<file path="src/rtl/mem_arbiter.sv">
// Two-requester SRAM arbiter: fetch (IF) and load/store (MEM) ports share one SRAM.
// Define ARB_ROUND_ROBIN_EN for round-robin arbitration; the default is fixed MEM priority.
module mem_arbiter #(
  parameter int unsigned ADDR_W      = 32,
  parameter int unsigned DATA_W      = 32,
  parameter int unsigned WAIT_CYCLES = 4
) (
  input  logic              clk,
  input  logic              rst,
  // Fetch port
  input  logic              if_req,
  input  logic [ADDR_W-1:0] if_addr,
  output logic [DATA_W-1:0] if_rdata,
  output logic              if_ready,
  // Load/store port
  input  logic              mem_r_en,
  input  logic              mem_w_en,
  input  logic [ADDR_W-1:0] mem_addr,
  input  logic [DATA_W-1:0] mem_wdata,
  output logic [DATA_W-1:0] mem_rdata,
  output logic              mem_ready,
  // Shared SRAM
  output logic [ADDR_W-1:0] sram_addr,
  output logic [DATA_W-1:0] sram_wdata,
  input  logic [DATA_W-1:0] sram_rdata,
  output logic              sram_we,
  output logic              sram_oe
);

  typedef enum logic [1:0] {StIdle, StAccess, StDone} state_e;

  localparam logic [3:0] LastCnt = 4'(WAIT_CYCLES - 1);

  state_e            state_q;
  logic [3:0]        cnt_q;
  logic              gnt_mem_q;
  logic [ADDR_W-1:0] addr_q;
  logic [DATA_W-1:0] wdata_q;
  logic [DATA_W-1:0] if_rdata_q;
  logic [DATA_W-1:0] mem_rdata_q;
  logic              if_ready_q;
  logic              mem_ready_q;
  logic              sram_we_q;
  logic              sram_oe_q;

  logic              mem_pend;
  logic              any_pend;
  logic              gnt_mem_d;
  logic              gnt_store_d;

`ifdef ARB_ROUND_ROBIN_EN
  logic              last_mem_q;
`endif

  assign mem_pend = mem_r_en | mem_w_en;
  assign any_pend = mem_pend | if_req;

  // Grant decision, only consumed while idle.
  always_comb begin
    gnt_mem_d = mem_pend;
`ifdef ARB_ROUND_ROBIN_EN
    if (mem_pend && if_req) begin
      gnt_mem_d = ~last_mem_q;
    end
`endif
    // A simultaneous read and write request is serviced as a store.
    gnt_store_d = gnt_mem_d & mem_w_en;
  end

  always_ff @(posedge clk) begin
    if (rst) begin
      state_q     <= StIdle;
      cnt_q       <= 4'd0;
      gnt_mem_q   <= 1'b0;
      addr_q      <= '0;
      wdata_q     <= '0;
      if_rdata_q  <= '0;
      mem_rdata_q <= '0;
      if_ready_q  <= 1'b0;
      mem_ready_q <= 1'b0;
      sram_we_q   <= 1'b0;
      sram_oe_q   <= 1'b0;
`ifdef ARB_ROUND_ROBIN_EN
      last_mem_q  <= 1'b1;
`endif
    end else begin
      if_ready_q  <= 1'b0;
      mem_ready_q <= 1'b0;
      unique case (state_q)
        StIdle: begin
          if (any_pend) begin
            state_q   <= StAccess;
            cnt_q     <= 4'd0;
            gnt_mem_q <= gnt_mem_d;
            addr_q    <= gnt_mem_d ? mem_addr : if_addr;
            // Fetches carry no write data; keep the last store value on the bus.
            if (gnt_mem_d) begin
              wdata_q <= mem_wdata;
            end
            sram_we_q <= gnt_store_d;
            sram_oe_q <= ~gnt_store_d;
`ifdef ARB_ROUND_ROBIN_EN
            last_mem_q <= gnt_mem_d;
`endif
          end
        end
        StAccess: begin
          if (cnt_q == LastCnt) begin
            state_q   <= StDone;
            sram_we_q <= 1'b0;
            sram_oe_q <= 1'b0;
            if (gnt_mem_q) begin
              mem_rdata_q <= sram_rdata;
              mem_ready_q <= 1'b1;
            end else begin
              if_rdata_q <= sram_rdata;
              if_ready_q <= 1'b1;
            end
          end else begin
            cnt_q <= cnt_q + 4'd1;
          end
        end
        StDone: begin
          state_q <= StIdle;
        end
        default: begin
          state_q <= StIdle;
        end
      endcase
    end
  end

  assign if_rdata   = if_rdata_q;
  assign if_ready   = if_ready_q;
  assign mem_rdata  = mem_rdata_q;
  assign mem_ready  = mem_ready_q;
  assign sram_addr  = addr_q;
  assign sram_wdata = wdata_q;
  assign sram_we    = sram_we_q;
  assign sram_oe    = sram_oe_q;

endmodule

</file>
<file path="config.mk">
export PLATFORM = sky130hd
export DESIGN_NAME = mem_arbiter
export DESIGN_NICKNAME = d
export VERILOG_FILES = /design/src/rtl/mem_arbiter.sv
export SDC_FILE = /design/constraint.sdc
export NUM_CORES = 1
export LEC_CHECK = 0
export ABC_CLOCK_PERIOD_IN_PS = 2800
export BUFFER_PORTS_ARGS = -buffer_cell sky130_fd_sc_hd__buf_4
export CAP_MARGIN = 20
export CORE_UTILIZATION = 37
export CTS_BUF_LIST = sky130_fd_sc_hd__clkbuf_4 sky130_fd_sc_hd__clkbuf_8
export CTS_CLUSTER_SIZE = 12
export DETAILED_ROUTE_END_ITERATION = 16
export GPL_ROUTABILITY_DRIVEN = 0
export PLACE_DENSITY = 0.76
export SLEW_MARGIN = 20
export SYNTH_ARGS = -nofsm -noshare
export SYNTH_HDL_FRONTEND = slang
export SYNTH_SLANG_ARGS = --single-unit
</file>
<file path="constraint.sdc">
create_clock -name clk -period 2.8 [get_ports clk]
set_input_delay 0.28 -clock clk [delete_from_list [all_inputs] [get_ports clk]]
set_output_delay 0.28 -clock clk [all_outputs]
set_load 0.1 [all_outputs]
</file>
==> impl_results.md, run 1 <==
* Fin. Hold Viols at 0
* Hold Path End: sram_wdata[25]
* CP Capture Type: flip-flop
* Fin area at 8330 µm²
* PostCTS Resize Cnt at 0
* Worst EP arrival at 2.26 ns
* Synthesized area at between 5000 and 6000 µm²
* Vias/cell at 4.99
* CP required at between 3 and 4 ns
* Outcome: complete, no violations
* F_max at ~530 MHz
* Largest cells by area after synthesis: dfxtp_1 (48%), mux2i_1 (11%), nand2_1 (11%), a311oi_2 (5.9%), a21oi_2 (4.5%)
* Critical R2R Launch: cnt_q[0]
* Hpwl dp at approximately 11000 µm
* Initial antenna violation count at 0
* Max IR drop VDD at 0.000471 V
* Final ANT Viol Nets at 0
* YS warnings at 0
* Total CTS buffers at 17
* Port Buffers at 264
* Final setup fails at 0
* Dominant cell type by area after synthesis: dfxtp_1
* Power Dens Cells at 626 nW/µm²
* Clock transition at path regs at 0.09 ns
* Drt initial violations at 283
* First-pass GRT wire length at between 20000 and 30000 µm
* Clk_lat worst skew at between 0.4 and 0.5 ns
* Synth unique cells at 37
* Worst slew margin at 0.332
* WHS at between 0.09 and 0.1 ns
* CTS tree: built
* Total Neg Setup Slack at 0 ns
* Ys flop type: dfxtp_1
* Die span in x at between 100 and 150 µm
* Final period util at 0.677
* Die area at 16200 µm²
* Synth async-reset ratio at 0
* Adder-cell area share of the yosys netlist at 0.00215
* CTS Buffer Depth at 2
* Nets at between 900 and 1000
* Die Y-Extent at roughly 130 µm
* Vias in the first global route at 5086
* Clk root buf: clkbuf_8
* Gr usage total at 0.198
* LEAKAGE at approximately 3.8 nW
* Max-slew violations at 0
* H-tree levels at 4
* FF+latch count, synth at 139
* I/O Pins at 265
* Syn_area_per_cell at 9.30 µm²
* Antenna cells at 0
* # DRC at 0
* Drt total wl at about 16000 µm
* R2r endpoint: if_rdata[15]
* Reg-to-reg slack, setup at about 0.91 ns
* XOR/XNOR Fraction of Synth Area at 0
* Post-synthesis instance total at 626
* Mux contribution to synthesized area at 0.110
* Syn nets at 760
* RSZ-0062 raised after global routing: no
* Vias at 5437
* Worst Hold Depth at 3
* Reg2Reg Depth at 5
* Fraction of layout cells with a size suffix above 1 at 0.424
* Min-Delay Path Class: in2reg
* Most common cell in the netlist: nand2_1
* Total power draw at 5.21 mW
* Part of the Yosys area used for sequential elements at 0.478
* Pre-Repair DR Iteration Count at 4
* Cts hold-fix bufs at 0
* Max Cap Viol at 0
* Synth top area share at 0.478
* Avg WL per Cell at 15.1 µm
* Critical Setup Path Class: reg2reg
* Clk_skew at 0.0120 ns
* Largest family of logic cells by synthesized area: compound AO/OA/AOI/OAI gates
* Fill cells at 1398
* Hold Path Origin: mem_wdata[25]
* Core area at between 15000 and 20000 µm²
* Synth Area in Compound Gates at 0.189
* Starting Density at 0.382
* Least-Margin Pin Slew at 1.00 ns
* EDFF count, synth at 0
* Pin count of the biggest net entering global routing at between 90 and 100
* Startpoint Class: flip-flop
* Area growth syn-to-layout at 43.1%
* Number of core rows at between 40 and 50
* GRT overflow at 0
* Crit path max fanout at 20
* Area post-placement at 7890 µm²
* Post-synthesis simple-gate area fraction at 0.164
* Synth top cells by count: nand2_1 (163), dfxtp_1 (139), mux2i_1 (64), a21oi_1 (39), nand3_1 (36)
* Min Clock Period, post-route at between 1.5 and 2 ns
* Number of setup buffers added after CTS at 0
* CTS Sinks at 139
[critical path, stage by stage, from the launching register on]
cell	delay (ns)
dfxtp_1	0.37
ha_1	0.20
nor2b_2	0.22
and4b_2	0.56
buf_12	0.25
mux2i_1	0.23
[per-layer routing]
| layer | track usage | up-vias | part of all wire |
|---|---|---|---|
| met1 | 0.237 | 2555 | 0.43 |
| met3 | 0.0540 | 25 | 0.059 |
| met5 | 0 | - | 0 |
| li1 | - | 2673 | - |
| met2 | 0.330 | 184 | 0.49 |
| met4 | 0.0875 | 0 | 0.025 |
[area by class of cell]
cell class / count / area, µm² / share of cell area
clock inverter: 11 / 158 / 0.0189
sequential: 139 / 2780 / 0.334
multi-input combinational: 428 / 2730 / 0.327
timing repair buffer: 276 / 2110 / 0.253
tap: 211 / 264 / 0.0317
inverter: 3 / 11.3 / 0.00135
clock buffer: 21 / 283 / 0.0339
[per-stage QoR]
stage          utilization  cells  setup slack [ns]
2_1_floorplan            -    626              1.36
3_3_place_gp         0.517   1057             0.927
3_5_place_dp         0.517   1057             0.897
4_1_cts              0.546   1089             0.866
5_1_grt              0.546   1089             0.781
6_report             0.546   1089             0.905
[cells by family (layout without fill, tap and decap cells)]
logic type	count (synthesis)	count (layout)
flip-flops	139	139
buffers and inverters	59	311
adder cells (fa/ha/maj)	1	1
AND/OR/NAND/NOR	223	223
AO/OA/AOI/OAI	140	140
multiplexers	64	64
[power breakdown]
| part | switching, mW | internal, mW | total [mW] |
|---|---|---|---|
| clock network | 0.819 | 0.976 | 1.80 |
| logic | 0.934 | 0.360 | 1.29 |
| registers | 0.0581 | 2.07 | 2.12 |
| total | 1.81 | 3.40 | 5.21 |
[worst max path at each step]
| stage | start | to | slack, ns | depth (start not counted) |
|---|---|---|---|---|
| 6_report | cnt_q[0] | if_rdata[15] | 0.91 | 5 |
| 5_1_grt | cnt_q[0] | if_rdata[19] | 0.78 | 5 |
| 4_1_cts | cnt_q[0] | if_rdata[15] | 0.87 | 5 |
| 3_5_place_dp | cnt_q[0] | if_rdata[8] | 0.90 | 5 |
| 3_3_place_gp | if_req | sram_oe | 0.93 | 4 |
| 2_1_floorplan | cnt_q[0] | if_rdata[10] | 1.36 | 6 |
[sequential cells by signal (all words and copies together) (netlist names), 2 cells and up]
register,cells
mem_rdata,32
if_rdata,32
sram_wdata,32
state_q,2
cnt_q,4
sram_addr,32
[cell usage in the layout (no fill, tap or decap), types with 2 or more instances in the layout]
cell,n
mux2i_1,64
nor2_1,3
nor2b_1,2
clkinvlp_4,2
a21oi_1,39
clkinv_4,3
bufinv_16,3
clkbuf_8,20
nor2_4,3
a311oi_2,23
buf_4,273
o221ai_1,3
nand2_1,163
a311oi_1,9
nand3_1,36
inv_1,2
dfxtp_1,139
o21ai_1,33
buf_12,3
inv_6,3
a21oi_2,30
nor4_1,2
a41o_1,2
Note: power is estimated with default switching activity, not from simulation.
==> run 2: changes to the inputs <==
--- a/config.mk
+++ b/config.mk
@@ -5,7 +5,8 @@
 export SDC_FILE = /design/constraint.sdc
 export NUM_CORES = 1
 export LEC_CHECK = 0
-export ABC_CLOCK_PERIOD_IN_PS = 2800
+export ABC_AREA = 1
+export ABC_CLOCK_PERIOD_IN_PS = 1600
 export BUFFER_PORTS_ARGS = -buffer_cell sky130_fd_sc_hd__buf_4
 export CAP_MARGIN = 20
 export CORE_UTILIZATION = 37
@@ -13,7 +14,7 @@
 export CTS_CLUSTER_SIZE = 12
 export DETAILED_ROUTE_END_ITERATION = 16
 export GPL_ROUTABILITY_DRIVEN = 0
-export PLACE_DENSITY = 0.76
+export PLACE_DENSITY = 0.78
 export SLEW_MARGIN = 20
 export SYNTH_ARGS = -nofsm -noshare
 export SYNTH_HDL_FRONTEND = slang
==> constraint.sdc (replaced) <==
create_clock -name clk -period 1.6 [get_ports clk]
set_input_delay 0.16 -clock clk [delete_from_list [all_inputs] [get_ports clk]]
set_output_delay 0.16 -clock clk [all_outputs]
set_load 0.1 [all_outputs]
==> impl_results.md, run 2 <==
* Outcome: complete, no violations (unchanged)
* Hold Path End: sram_oe (was sram_wdata[25])
* Final period util at 0.897 (was 0.677)
* Syn_area_per_cell at 6.93 µm² (was 9.30 µm²)
* Max-slew violations at 0 (unchanged)
* Clock transition at path regs at 0.07 ns (was 0.09 ns)
* H-tree levels at 4 (unchanged)
* Post-synthesis instance total at 833 (was 626)
* Cell total after placement at 1251 (was 1057)
* Sw frac at 0.374 (was 0.347)
* Total CTS buffers at 17 (unchanged)
* Critical Setup Path Class: reg2reg (unchanged)
* Initial antenna violation count at 0 (unchanged)
* Max Cap Viol at 0 (unchanged)
* FF+latch count, synth at 139 (unchanged)
* EDFF count, synth at 0 (unchanged)
* Synth async-reset ratio at 0 (unchanged)
* First-pass GRT wire length at 26700 µm (was 25200 µm)
* Startpoint Class: flip-flop (unchanged)
* Vias in the first global route at 5674 (was 5086)
* Reg-to-reg slack, setup at 0.17 ns (was 0.91 ns)
* Antenna cells at 0 (unchanged)
* Worst slew margin at 0.705 (was 0.332)
* Avg WL per Cell at 12.9 µm (was 15.1 µm)
* Pre-Repair DR Iteration Count at 5 (was 4)
* CTS Buffer Depth at 2 (unchanged)
* Power Dens Cells at 1020 nW/µm² (was 626 nW/µm²)
* Synth top area share at 0.482 (was 0.478)
* Clk_lat worst skew at 0.44 ns (about the same)
* RSZ-0062 raised after global routing: no (unchanged)
* F_max at 697 MHz (was 528 MHz)
* CP Capture Type: flip-flop (unchanged)
* GRT overflow at 0 (unchanged)
* P_int at 5.45 mW (was 3.40 mW)
* Gr usage total at 0.208 (was 0.198)
* Number of core rows at 45 (unchanged)
* Core area at 15200 µm² (was 15300 µm²)
* CP required at 1.93 ns (was 3.16 ns)
* Drt total wl at 16900 µm (was 16400 µm)
* Pre-CTS setup slack at 0.101 ns (was 0.897 ns)
* Most common cell in the netlist: nand2_1 (unchanged)
* Max IR drop VDD at 0.000691 V (was 0.000471 V)
* Largest cells by area after synthesis: dfxtp_1 (48%), nand2_1 (15%), nor2_1 (13%), nand3_1 (6.0%), a21oi_1 (3.2%) (was dfxtp_1 (48%), mux2i_1 (11%), nand2_1 (11%), a311oi_2 (5.9%), a21oi_2 (4.5%))
* Clock power frac at 0.273 (was 0.344)
* Synthesized area at 5770 µm² (was 5820 µm²)
* Met1 Resource Use GR at 0.239 (was 0.237)
* Setup slack after layout at 0.165 ns (was 0.905 ns)
* Crit path max fanout at 32 (was 20)
* Ys flop type: dfxtp_1 (unchanged)
* Sequential share of power at 0.429 (was 0.407)
* Worst Hold Depth at 4 (was 3)
* Starting Density at 0.380 (was 0.382)
* Combinational share of power at 0.297 (was 0.248)
* Part of the Yosys area used for sequential elements at 0.482 (was 0.478)
* Vias/cell at 4.71 (was 4.99)
* Area growth syn-to-layout at 48.4% (was 43.1%)
* Syn nets at 967 (was 760)
* I/O Pins at 265 (unchanged)
* CTS Sinks at 139 (unchanged)
* YS warnings at 0 (unchanged)
* Nets at 1249 (was 999)
* Reg2Reg Depth at 7 (was 5)
* Critical R2R Launch: cnt_q[0] (unchanged)
* Port Buffers at 264 (unchanged)
* Hpwl dp at 11200 µm (was 11000 µm)
* Drt initial violations at 335 (was 283)
* Fin. Hold Viols at 0 (unchanged)
* Number of setup buffers added after CTS at 0 (unchanged)
* Total Neg Setup Slack at 0 ns (unchanged)
* Final ANT Viol Nets at 0 (unchanged)
* CTS tree: built (unchanged)
* # DRC at 0 (unchanged)
* Least-Margin Pin Slew at 0.442 ns (was 1.00 ns)
* LEAKAGE at 4.23 nW (was 3.76 nW)
* Final setup fails at 0 (unchanged)
* Commonest cells after routing, fill and taps aside: buf_4 (275), nand2_1 (238), nor2_1 (203) (was buf_4 (273), nand2_1 (163), dfxtp_1 (139))
* Worst EP arrival at 1.77 ns (was 2.26 ns)
* Die span in x at 127 µm (about the same)
* Clk root buf: clkbuf_8 (unchanged)
* Pin count of the biggest net entering global routing at 65 (was 95)
* Die area at 16100 µm² (was 16200 µm²)
* Fraction of layout cells with a size suffix above 1 at 0.290 (was 0.424)
* Clk_skew at 0.00889 ns (was 0.0120 ns)
* GR Layer Usage met3 at 0.0704 (was 0.0540)
* R2r endpoint: if_rdata[10] (was if_rdata[15])
* Final Util at 0.563 (was 0.546)
* P_sw at 3.25 mW (was 1.81 mW)
* Synth unique cells at 20 (was 37)
* Min Clock Period, post-route at 1.43 ns (was 1.89 ns)
* Most common cell after layout, fill and taps aside: buf_4 (unchanged)
* GRT met2 Usage at 0.356 (was 0.330)
* Dominant cell type by area after synthesis: dfxtp_1 (unchanged)
* Min-Delay Path Class: in2reg (unchanged)
* Cell Count, Final, Fillers Out at 1313 (was 1089)
* Global route hottest layer: met2 (unchanged)
* Die Y-Extent at 127 µm (about the same)
* Area post-placement at 7900 µm² (was 7890 µm²)
* Fin area at 8560 µm² (was 8330 µm²)
* Hold Path Origin: mem_w_en (was mem_wdata[25])
* Synth top cells by count: nand2_1 (238), nor2_1 (203), dfxtp_1 (139), nand3_1 (69), inv_1 (44) (was nand2_1 (163), dfxtp_1 (139), mux2i_1 (64), a21oi_1 (39), nand3_1 (36))
* WHS at 0.0509 ns (was 0.0941 ns)
* Total power draw at 8.70 mW (was 5.21 mW)
* Vias at 6183 (was 5437)
## run 2: cells by family after synthesis
group / synth area share
simple gates: 0.368
fa+ha+maj: 0.00217
compound gates: 0.0598
buf+inv: 0.0880
flops: 0.482
## run 2: worst max-delay path by stage
stage,startpoint,end,slack [ns],cells after the start
6_report,cnt_q[0],if_rdata[10],0.17,7
5_1_grt,cnt_q[0],if_rdata[1],0.03,7
4_1_cts,cnt_q[0],mem_rdata[4],0.09,7
3_5_place_dp,cnt_q[0],mem_rdata[4],0.10,7
3_3_place_gp,cnt_q[0],mem_rdata[4],0.14,7
2_1_floorplan,cnt_q[0],mem_rdata[2],0.23,7
## run 2: cell type report
type                    instances  area, µm²
multi-input cells             594       2480
clock inverters                 9       52.6
clock buffers                  20        263
flip-flops and latches        139       2780
fillers                      1436       6640
repair buffers                316       2570
well taps                     188        235
inverters                      47        176
## run 2: per-layer routing
| layer | part of all wire | wire length, µm | vias up |
|---|---|---|---|
| met4 | 0.023 | 389 | 0 |
| met1 | 0.41 | 6920 | 2769 |
| li1 | - | - | 3128 |
| met2 | 0.49 | 8300 | 251 |
| met5 | 0 | 0 | - |
| met3 | 0.076 | 1280 | 35 |
## run 2: critical path, cell delays in order, from the launching register on
cell and delay, ns:
dfxtp_1 0.39, ha_2 0.23, nand2_1 0.11, nor2_4 0.16, clkbuf_16 0.24, nand3_1 0.08
nand2_1 0.08, nor2_1 0.04
## run 2: power by group through the flow
stage | Clock, mW | Combinational [mW] | Sequential, mW
after floorplan | 0 | 0.595 | 5.02
after global placement | 0 | 2.50 | 3.80
after detailed placement | 0 | 2.52 | 3.81
after CTS | 2.46 | 2.58 | 3.74
after global routing | 2.62 | 2.73 | 3.76
final | 2.38 | 2.59 | 3.74
## run 2: what timing repair did
action / CTS / global route
endpoints found under the setup margin: 0 / 64
hold buffers: 32 / 0
gates resized for setup: 0 / 1
endpoints found under the hold margin: 32 / 0
==> run 3: changes to the inputs <==
--- a/config.mk
+++ b/config.mk
@@ -9,12 +9,12 @@
 export ABC_CLOCK_PERIOD_IN_PS = 1600
 export BUFFER_PORTS_ARGS = -buffer_cell sky130_fd_sc_hd__buf_4
 export CAP_MARGIN = 20
-export CORE_UTILIZATION = 37
+export CORE_UTILIZATION = 44
 export CTS_BUF_LIST = sky130_fd_sc_hd__clkbuf_4 sky130_fd_sc_hd__clkbuf_8
 export CTS_CLUSTER_SIZE = 12
 export DETAILED_ROUTE_END_ITERATION = 16
 export GPL_ROUTABILITY_DRIVEN = 0
-export PLACE_DENSITY = 0.78
+export PLACE_DENSITY = 0.89
 export SLEW_MARGIN = 20
 export SYNTH_ARGS = -nofsm -noshare
 export SYNTH_HDL_FRONTEND = slang
==> impl_results.md, run 3 (synthesis results as in run 2) <==
* Critical-path top delay cell: dfxtp_1 (unchanged)
* Antenna cells at 0 (unchanged)
* Final setup fails at 0 (unchanged)
* Cell total after placement at 1237 (was 1251)
* Critical Setup Path Class: reg2reg (unchanged)
* Worst EP arrival at 1.80 ns (was 1.77 ns)
* Final period util at 0.916 (was 0.897)
* Reg2Reg Depth at 7 (unchanged)
* Number of setup buffers added after CTS at 0 (unchanged)
* Total Neg Setup Slack at 0 ns (unchanged)
* Initial antenna violation count at 0 (unchanged)
* CTS Sinks at 139 (unchanged)
* Core area at 12700 µm² (was 15200 µm²)
* Clk_lat worst skew at 0.44 ns (about the same)
* Nets at 1251 (was 1249)
* Most common cell after layout, fill and taps aside: buf_4 (unchanged)
* Max IR drop VDD at 0.000740 V (was 0.000691 V)
* LEAKAGE at 4.27 nW (was 4.23 nW)
* Die span in x at 117 µm (was 127 µm)
* Final ANT Viol Nets at 0 (unchanged)
* CP Capture Type: flip-flop (unchanged)
* Crit path depth at 7 (unchanged)
* Total CTS buffers at 17 (unchanged)
* H-tree levels at 4 (unchanged)
* CP required at 1.94 ns (was 1.93 ns)
* Clk root buf: clkbuf_8 (unchanged)
* Max Cap Viol at 0 (unchanged)
* Die Y-Extent at 117 µm (was 127 µm)
* Port Buffers at 264 (unchanged)
* CTS tree: built (unchanged)
* Vias/cell at 4.84 (was 4.71)
* Fraction of layout cells with a size suffix above 1 at 0.293 (was 0.290)
* Min-Delay Path Class: in2reg (unchanged)
* F_max at 682 MHz (was 697 MHz)
* Die area at 13600 µm² (was 16100 µm²)
* Cell Count, Final, Fillers Out at 1302 (was 1313)
* CTS Buffer Depth at 2 (unchanged)
* Area growth syn-to-layout at 48.7% (was 48.4%)
* Clock transition at path regs at 0.07 ns (about the same)
* Avg WL per Cell at 13.1 µm (was 12.9 µm)
* Outcome: complete, no violations (unchanged)
* Crit path max fanout at 32 (unchanged)
* Number of core rows at 41 (was 45)
* Area post-placement at 7840 µm² (was 7900 µm²)
* Commonest cells after routing, fill and taps aside: buf_4 (281), nand2_1 (238), nor2_1 (203) (was buf_4 (275), nand2_1 (238), nor2_1 (203))
* I/O Pins at 265 (unchanged)
* First-pass GRT wire length at 26500 µm (was 26700 µm)
* Power Dens Cells at 1060 nW/µm² (was 1020 nW/µm²)
* Max-slew violations at 0 (unchanged)
* Worst slew margin at 0.721 (was 0.705)
* RSZ-0062 raised after global routing: no (unchanged)
* Worst Hold Depth at 4 (unchanged)
* Vias at 6296 (was 6183)
* Gr usage total at 0.251 (was 0.208)
* Crit path cell chain: ha_2, nand2_1, nor2_4, clkbuf_16, nand3_1, nand2_1, nor2_1 (unchanged)
* GRT overflow at 0 (unchanged)
* CP peak stage delay at 0.39 ns (about the same)
* Clk_skew at 0.0130 ns (was 0.00889 ns)
* Drt total wl at 17000 µm (was 16900 µm)
* Crit-path most repeated cell: nand2_1 (unchanged)
* Least-Margin Pin Slew at 0.419 ns (was 0.442 ns)
* Drt initial violations at 485 (was 335)
* CP delay by family, top: simple AND/OR/NAND/NOR gates (unchanged)
* Reg-to-reg slack, setup at 0.13 ns (was 0.17 ns)
* Pin count of the biggest net entering global routing at 72 (was 65)
* Startpoint Class: flip-flop (unchanged)
* Pre-Repair DR Iteration Count at 5 (unchanged)
* Fin area at 8580 µm² (was 8560 µm²)
* Vias in the first global route at 5700 (was 5674)
* Min Clock Period, post-route at 1.47 ns (was 1.43 ns)
* # DRC at 0 (unchanged)
* Critical path buffer and inverter count at 1 (unchanged)
* Starting Density at 0.454 (was 0.380)
* Fin. Hold Viols at 0 (unchanged)
* Hpwl dp at 11200 µm (about the same)
==> run 3: worst min-delay path, cell delays in order <==
cell and delay (ns):
buf_4 0.10, inv_1 0.04, nand2_1 0.07, a21oi_1 0.06
==> run 3: final cells by class <==
type | instances | area, µm²
clock buffer | 24 | 299
clock inverter | 8 | 92.6
fill | 1047 | 4140
inverter | 47 | 176
multi-input combinational | 594 | 2480
sequential | 139 | 2780
tap | 172 | 215
timing repair buffer | 318 | 2530
==> run 3: worst paths after layout <==
check	from	to
max	cnt_q[0]	if_rdata[28]
min	mem_w_en	sram_oe
min reg2reg	sram_addr[3]	sram_addr[3]
max reg2reg	cnt_q[0]	if_rdata[28]
==> run 3: layer usage <==
layer,vias up,GRT usage,part of all wire
li1,3138,-,-
met4,0,0.150,0.041
met1,2800,0.279,0.38
met5,-,0,0
met3,58,0.0799,0.081
met2,300,0.421,0.49
==> run 3: where the power goes <==
group	internal (mW)	switching (mW)
clock	1.54	1.29
sequential	3.64	0.102
combinational	0.695	1.87
total	5.88	3.26
==> run 3: stage by stage <==
stage	hold WS (ns)	worst slack (ns)	power, mW	util
floorplan	0.295	0.234	5.61	-
global placement	0.380	0.137	6.28	0.617
detailed placement	0.388	0.0810	6.30	0.617
CTS	0.0110	0.0832	9.18	0.673
global route	0.0386	0.0168	9.53	0.675
finish	0.0414	0.134	9.13	0.675
==> run 3: repair_timing <==
action,in CTS,in global routing
hold endpoints to repair,32,0
endpoints found under the setup margin,0,17
gates resized for setup,0,1
hold buffers,32,0
